$ cat config.mk
export PLATFORM = sky130hd
export DESIGN_NAME = imem_arbiter
export DESIGN_NICKNAME = d
export VERILOG_FILES = /design/src/rtl/imem_arbiter.sv
export SDC_FILE = /design/constraint.sdc
export NUM_CORES = 1
export LEC_CHECK = 0
export CORE_UTILIZATION = 35
export DETAILED_ROUTE_END_ITERATION = 8
export MAX_ROUTING_LAYER = met4
export PLACE_DENSITY = 0.77
export SLEW_MARGIN = 25
export SYNTH_ARGS = -nofsm -noshare
export SYNTH_HDL_FRONTEND = slang
export SYNTH_SLANG_ARGS = --single-unit
$ cat constraint.sdc
create_clock -name clk -period 1.4 [get_ports clk]
set_input_delay 0.14 -clock clk [delete_from_list [all_inputs] [get_ports clk]]
set_output_delay 0.14 -clock clk [all_outputs]
set_load 0.02 [all_outputs]
$ cat src/rtl/imem_arbiter.sv
// Round-robin arbiter that serialises two cache line-fill requesters onto one
// line-memory port, with a bounded wait on the memory handshake.
module imem_arbiter #(
    parameter int unsigned ADDR_W         = 8,
    parameter int unsigned LINE_W         = 128,
    parameter int unsigned TIMEOUT_CYCLES = 16
) (
    input  logic              clk,
    input  logic              reset_n,
    input  logic              r0_req,
    input  logic [ADDR_W-1:0] r0_addr,
    output logic              r0_done,
    output logic              r0_err,
    input  logic              r1_req,
    input  logic [ADDR_W-1:0] r1_addr,
    output logic              r1_done,
    output logic              r1_err,
    output logic [LINE_W-1:0] rsp_data,
    output logic              mem_req,
    output logic [ADDR_W-1:0] mem_addr,
    input  logic [LINE_W-1:0] mem_data_in,
    input  logic              mem_done_in,
    output logic              grant_id,
    output logic              busy
);

    localparam int unsigned CNT_W = 8;

    localparam logic [1:0] S_IDLE   = 2'd0;
    localparam logic [1:0] S_ACCESS = 2'd1;
    localparam logic [1:0] S_RESP   = 2'd2;

    localparam logic [CNT_W-1:0] CNT_LAST = CNT_W'(TIMEOUT_CYCLES - 1);

    logic [1:0]        state_q,    state_d;
    logic              grant_q,    grant_d;
    logic              last_q,     last_d;
    logic [ADDR_W-1:0] addr_q,     addr_d;
    logic [LINE_W-1:0] rsp_q,      rsp_d;
    logic [CNT_W-1:0]  cnt_q,      cnt_d;
    logic              r0_done_q,  r0_done_d;
    logic              r1_done_q,  r1_done_d;
    logic              r0_err_q,   r0_err_d;
    logic              r1_err_q,   r1_err_d;
    logic              mem_req_q,  mem_req_d;
    logic [ADDR_W-1:0] mem_addr_q, mem_addr_d;
    logic              busy_q,     busy_d;

    logic win_c;
    logic finish_c;
    logic tmo_c;

    // Next-state and next-output logic; outputs are computed one cycle ahead
    // so the memory port and done pulses come straight from flops.
    always_comb begin
        state_d    = state_q;
        grant_d    = grant_q;
        last_d     = last_q;
        addr_d     = addr_q;
        rsp_d      = rsp_q;
        cnt_d      = cnt_q;
        r0_done_d  = 1'b0;
        r1_done_d  = 1'b0;
        r0_err_d   = 1'b0;
        r1_err_d   = 1'b0;
        mem_req_d  = 1'b0;
        mem_addr_d = '0;
        finish_c   = 1'b0;
        tmo_c      = 1'b0;
        win_c      = (r0_req & r1_req) ? ~last_q : r1_req;

        case (state_q)
            S_IDLE: begin
                if (r0_req | r1_req) begin
                    grant_d    = win_c;
                    last_d     = win_c;
                    addr_d     = win_c ? r1_addr : r0_addr;
                    cnt_d      = '0;
                    state_d    = S_ACCESS;
                    mem_req_d  = 1'b1;
                    mem_addr_d = addr_d;
                end
            end
            S_ACCESS: begin
                // A memory handshake on the last allowed cycle beats the timeout.
                if (mem_done_in) begin
                    rsp_d    = mem_data_in;
                    finish_c = 1'b1;
                end else if (cnt_q == CNT_LAST) begin
                    rsp_d    = '0;
                    tmo_c    = 1'b1;
                    finish_c = 1'b1;
                end else begin
                    cnt_d      = cnt_q + CNT_W'(1);
                    mem_req_d  = 1'b1;
                    mem_addr_d = addr_q;
                end
                if (finish_c) begin
                    state_d   = S_RESP;
                    r0_done_d = ~grant_q;
                    r1_done_d = grant_q;
                    r0_err_d  = ~grant_q & tmo_c;
                    r1_err_d  = grant_q & tmo_c;
                end
            end
            S_RESP: begin
                state_d = S_IDLE;
            end
            default: begin
                state_d = S_IDLE;
            end
        endcase

        busy_d = (state_d != S_IDLE);
    end

    // State and output registers; last_q resets to 1 so requester 0 wins the first tie.
    always_ff @(posedge clk) begin
        if (!reset_n) begin
            state_q    <= S_IDLE;
            grant_q    <= 1'b0;
            last_q     <= 1'b1;
            addr_q     <= '0;
            rsp_q      <= '0;
            cnt_q      <= '0;
            r0_done_q  <= 1'b0;
            r1_done_q  <= 1'b0;
            r0_err_q   <= 1'b0;
            r1_err_q   <= 1'b0;
            mem_req_q  <= 1'b0;
            mem_addr_q <= '0;
            busy_q     <= 1'b0;
        end else begin
            state_q    <= state_d;
            grant_q    <= grant_d;
            last_q     <= last_d;
            addr_q     <= addr_d;
            rsp_q      <= rsp_d;
            cnt_q      <= cnt_d;
            r0_done_q  <= r0_done_d;
            r1_done_q  <= r1_done_d;
            r0_err_q   <= r0_err_d;
            r1_err_q   <= r1_err_d;
            mem_req_q  <= mem_req_d;
            mem_addr_q <= mem_addr_d;
            busy_q     <= busy_d;
        end
    end

    assign r0_done  = r0_done_q;
    assign r1_done  = r1_done_q;
    assign r0_err   = r0_err_q;
    assign r1_err   = r1_err_q;
    assign rsp_data = rsp_q;
    assign mem_req  = mem_req_q;
    assign mem_addr = mem_addr_q;
    assign grant_id = grant_q;
    assign busy     = busy_q;

endmodule

; ---- After elaboration in Yosys (flattened, before gate mapping)
; Cells that the tools add are included.
; Widths: inputs -> output; s select.
[word_totals]
mem_bits_ro = 0
mem_bits_rw = 0
latchBits = 0
memories = 0
output_inout_bits = 143
elab_cells = 57
input_bits = 149
regBits = 162
[op_classes]
n_reduce_logical = 8
div = 0
eq_ne = 5
n_addsub = 1
muxes = 24
n_mul = 0
bitwise_logic = 6
n_lt_le_gt_ge = 0
shift = 0
[ops]
columns = operator, count
row1 = $mux 128, 2
row2 = $mux 8, 7
row3 = $pmux 8 s2, 2
row4 = $mux 1, 9
row5 = $add 8x1->8 const B, 1
row6 = $eq 8x4->1 const B, 1
row7 = $ne 2x2->1 const B, 3
row8 = $reduce_bool 2->1, 3
row9 = $mux 2, 2
row10 = $pmux 2 s2, 1
row11 = $reduce_and 2->1, 2
row12 = $reduce_and 4->1, 1
row13 = $and 1x1->1, 3
row14 = $reduce_and 3->1, 1
row15 = $eq 2x1->1 const B, 1
row16 = $logic_not 2->1, 1
row17 = $not 1->1, 2
row18 = $pmux 1 s2, 1
row19 = $or 1x1->1, 1

; ---- Logic depth before layout (Yosys ltp)
[depth]
depth_word = 7
depth_mapped = 7
depth_no_buf = 5

; ---- Least setup slack after synthesis
; No wires, ideal clock.
[synth_timing]
path_type = register -> register
startpoint = register cnt_q[0]
endpoint = register rsp_q[64] (netlist: rsp_data[64])
t_arrival_ns = 1.447
required_ns = 1.283
path_buffers = 2
stages_incl_launch_ff = 8
setup_slack_ns = -0.163
synth_period_minus_slack_ns = 1.563
setup_time_ns = 0.117
cell_sequence = dfxtp_1 -> ha_1 -> and3_1 -> a21o_1 -> a21oi_2 -> buf_4 -> buf_6 -> a22o_1
[synth_via]
elab_chain_len = 3
[synth_lines]
columns = item, line
row1 = from (decl), 40  ; logic [CNT_W-1:0] cnt_q, cnt_d;
row2 = from (signal assigned), 139  ; cnt_q <= cnt_d;
row3 = $eq 8x4->1, 89  ; end else if (cnt_q == CNT_LAST) begin
row4 = $reduce_bool 2->1 (no line), n/a
row5 = $reduce_and 2->1 (no line), n/a
row6 = to (signal assigned), 138  ; rsp_q <= rsp_d;
row7 = to (decl), 39  ; logic [LINE_W-1:0] rsp_q, rsp_d;
; Every way passes these cells.
; A chain may end at the register's enable or synchronous reset.

; ---- Worst setup path after layout
[layout_timing]
startpoint = register cnt_q[0]
endpoint = register rsp_q[1] (netlist: rsp_data[1])
; Same word-level chain as after synthesis.

==> results.txt <==
- Crit path max-delay family: compound AO/OA/AOI/OAI gates
- Counting the fill cells in the layout gives approximately 1100.
- The critical path contains buffers and inverters numbering 2 combined.
- Summed over all nets, the switching power comes to 2.710 mW.
- Clock latency at the later pin of the worst-skew pair: 0.41 ns
* Nets: 902
* Pre-antenna DRT Iters: 7
* Hold WS: 0.3167 ns
- The global routing stage identified its most utilized layer as met2.
* DRT antenna net count: 0
- CTS built an H-tree with a depth of 4.
- Synthesis instantiated 39 different standard cells from the library.
- The endpoint identified for the worst register-to-register timing path is rsp_data[1]$_SDFFE_PN0P_.
- The via count of the first global-routing pass is between 4000 and 5000.
- Path length in cells of the critical path: 7
- Dividing total power by cell area gives a power density of between 1000 and 1500 nW/um2.
- The final reports fail on design-rule violations, negative setup slack.
- The detailed router finished its first iteration with 294 violations.
- Cell internal power was estimated by the tool at about 9.1 mW.
- Core Region: ~15000 um2
- Number of flops mapped to enable cells by yosys: 0
- For this run, the total global-route usage over all layers was measured as a little over a fifth.
- Clock-pin slew was measured on the worst setup and hold paths at roughly 0.06 ns.
- Worst relative slew slack: 79.94%
- Destination of the critical timing path: rsp_data[1]$_SDFFE_PN0P_
- The area growth from synthesis to layout is 80.52%.
- For this block, the routed nets add up to between 15000 and 20000 um of wire.
- At the worst endpoint, the arrival time is 2.04 ns.
* Cells after synthesis: ~430
- Min setup slack post-route: -0.2935 ns
* Root Buffer Master: sky130_fd_sc_hd__clkbuf_16
* Setup-failing EPs final: between 100 and 150
- At the worst endpoint, the required time is 1.75 ns.
- The min-delay analysis places its worst path in the category in2reg.
- For this run, global-route usage on met1 was measured as 22.57%.
- Worst supply voltage drop on vdd: 757.2 uV
- Among all stages on the critical path, the largest delay is contributed by sky130_fd_sc_hd__dfxtp_4.
- For this run, global-route usage on met3 was measured as 6.314%.
- Syn Nets: 584
* Antenna violations before repair: 1
- In this run, post-CTS hold repair placed 0 buffers.
- First-pass GRT wire length: about 25000 um
- Summing all non-filler instances in the final layout gives an area of 9543 um2.
- Die area: 15600 um2
- Measured along the x axis, the die boundary spans 124.9 um.
* Average routed wire per standard cell: 18.73 um
- Netlist Area Pre-Place: 5286 um2
- Largest driver fanout on the critical path: 15
* Outcome: finished with violations
- DR vias: 4857
* Critical path start-end classification: reg2reg
- For flop-to-flop paths, the worst setup slack is -0.29 ns.
- Transition at the pin with the smallest max-transition slack: 0.3000 ns
* Final worst path period need: 1.694 ns
* Detailed-route DRC error count: 40
* Die H: 124.9 um
- Counting cells, the worst reg-to-reg path comes to 7.
- Share of synthesized registers carrying an async set or reset: 0%
- RSZ-0062 raised after global routing: true
- Synthesized flop and latch total: around 160
- Leakage power: 5.338 nW
- The worst register-to-register path begins at cnt_q[0]$_SDFFE_PN0P_.
- Maximum buffer depth of the clock tree: 2
- Each instance of the synthesized netlist takes up on average ~12 um2.
- Vias per cell: 5.113
- Port buffering added 291 buffers.
* Largest net degree at the start of global routing: about 70
- The most used flip-flop cell after synthesis is sky130_fd_sc_hd__dfxtp_1.
- Sequential cells account for 42.3% of the total power.
* Clock net sink count: 162
* Met2 usage in global routing: 35.86%
- Type of origin of the critical path: register
- The share of the Yosys chip area taken by registers is 61.35%.
- Io pins: 292
* TritonCTS clock tree: yes
- The critical path starts at cnt_q[0]$_SDFFE_PN0P_.
* Max-slew violation count: 0
- Of the cells placed in the final design, the portion with a size suffix greater than 1 is 12.16%.
- Delay of the slowest cell on the worst path: 0.36 ns
* Synth warn: 0
- At the placement stage, the worst setup path has a slack of -0.3498 ns.
* Last weighted congestion value of the routability-driven placer: ~0.84
- Hold Violations, Final: 0
* Max-cap violations: 0
- TritonCTS buffer count: 17
- Clock network power share: 43.0%
* Effective utilization at floorplan: 36.10%
* Leftover overflow at the end of global routing: 0
- Detailed placement finished with a half-perimeter wire length of 11590 um.
- Upper clock frequency limit: 590.5 MHz
* Worst clock skew on the final layout: 0.008277 ns
- Share of the clock period used by the worst path after layout: 121.0%
- The floorplan has 44 rows.
- Portion of total power attributed to combinational logic: 14.7%
- Adding up every negative setup slack in the final design gives -34.62 ns.
- Of the total power, the share spent switching nets is a little under a quarter.
* Area post-placement: between 8000 and 9000 um2
* Kind of end point of the critical path: register
- Cell Chain, Critical Path: ha_4, and3_4, a21o_1, a21oi_4, buf_12, clkbuf_16, a22o_1
[cell usage after synthesis, drive strengths merged (2+ instances only)]
| cell | instances | area (um2) |
|---|---|---|
| o21ai | 13 | 65.06 |
| clkbuf | 9 | 33.78 |
| or4 | 2 | 15.01 |
| a21o | 2 | 15.01 |
| nand2b | 2 | 12.51 |
| nand3 | 4 | 20.02 |
| a21boi | 2 | 15.01 |
| buf | 26 | 214.0 |
| nand2 | 15 | 56.30 |
| mux2i | 9 | 90.09 |
| a21oi | 7 | 38.79 |
| nand4 | 2 | 12.51 |
| dfxtp | 162 | 3243 |
| and3 | 3 | 18.77 |
| nor2b | 2 | 12.51 |
| a31o | 2 | 17.52 |
| a22o | 129 | 1130 |
| nor2 | 19 | 71.32 |
| a211oi | 8 | 60.06 |
[layout by cell type, fill, tap and decap left out, types with 4 or more instances in the layout]
cell type,count
sky130_fd_sc_hd__dfxtp_1,157
sky130_fd_sc_hd__clkdlybuf4s50_1,148
sky130_fd_sc_hd__a22o_1,129
sky130_fd_sc_hd__dlymetal6s2s_1,79
sky130_fd_sc_hd__dlygate4sd2_1,64
sky130_fd_sc_hd__buf_4,29
sky130_fd_sc_hd__clkbuf_16,21
sky130_fd_sc_hd__nor2_1,19
sky130_fd_sc_hd__nand2_1,14
sky130_fd_sc_hd__o21ai_0,10
sky130_fd_sc_hd__mux2i_1,9
sky130_fd_sc_hd__a211oi_1,8
sky130_fd_sc_hd__a21oi_1,6
sky130_fd_sc_hd__bufinv_16,5
sky130_fd_sc_hd__nand3_1,4
sky130_fd_sc_hd__clkbuf_1,4
sky130_fd_sc_hd__dfxtp_2,4
sky130_fd_sc_hd__buf_12,4
[timing repair]
item | CTS | global route
pin swaps | 5 | 8
hold endpoints to repair | 0 | 0
gates cloned | 0 | 7
setup endpoints to repair | 290 | 234
setup buffers | 0 | 4
gates resized for setup | 65 | 96
[how the worst min path moves through the flow]
| stage | startpoint | to | depth (start not counted) |
|---|---|---|---|
| after floorplan | mem_data_in[64] | rsp_data[64]$_SDFFE_PN0P_ | 1 |
| after global placement | addr_q[1]$_SDFFE_PN0P_ | mem_addr[1]$_SDFF_PN0_ | 2 |
| after detailed placement | addr_q[5]$_SDFFE_PN0P_ | mem_addr[5]$_SDFF_PN0_ | 2 |
| after CTS | mem_data_in[8] | rsp_data[8]$_SDFFE_PN0P_ | 2 |
| after global routing | mem_data_in[90] | rsp_data[90]$_SDFFE_PN0P_ | 2 |
| final | mem_data_in[33] | rsp_data[33]$_SDFFE_PN0P_ | 2 |
[layer usage]
metal	routed length, um	share of wire, %
met5	0	0
met3	1319	7.4
met4	503	2.8
met2	8982	50
met1	6988	39
[cell type report]
type                    count  area (um2)  area share, %
repair buffers            334        3536          37.05
flip-flops and latches    162        3252          34.08
multi-input cells         236        1873          19.63
clock buffers              23       467.9          4.904
well taps                 184       230.2          2.412
clock inverters             9       177.7          1.862
inverters                   1       3.754        0.03933
diodes                      1       2.502        0.02622
[through the flow]
| stage | power (mW) | instances | util [%] |
|---|---|---|---|
| 2_1_floorplan | 5.785 | 434 | - |
| 3_3_place_gp | 6.711 | 906 | 58.25 |
| 3_5_place_dp | 6.754 | 906 | 58.25 |
| 4_1_cts | 11.74 | 938 | 62.15 |
| 5_1_grt | 12.17 | 950 | 65.17 |
| 6_report | 11.78 | 950 | 65.17 |
[sequential cells by signal, indices dropped and copies added, names as in the netlist]
name / count
rsp_data: 128
last_q: 1
r1_done: 1
r0_err: 1
r0_done: 1
grant_id: 1
state_q: 2
r1_err: 1
busy: 1
addr_q: 8
cnt_q: 8
mem_req: 1
mem_addr: 8
[power by group through the flow]
stage          clock [mW]  sequential, mW  combinational, mW
3_3_place_gp            0            5.07               1.64
4_1_cts              5.14            4.98               1.62
5_1_grt              5.33            5.01               1.83
2_1_floorplan           0            5.32              0.468
3_5_place_dp            0            5.08               1.67
6_report             5.07            4.98               1.73
[kinds of logic (layout without fill, tap and decap cells)]
logic type	count (synthesis)	in the layout	share of synthesized area (%)
xor gates and xnor gates	1	1	0.1657
buffers and inverters	36	367	4.757
other	0	1	0
DFF	162	162	61.35
adders and majority gates	1	1	0.2366
AOI/OAI and AO/OA	169	169	26.30
and+or+nand+nor	55	55	5.278
muxes	10	10	1.917
Note: power is estimated with default switching activity, not from simulation.
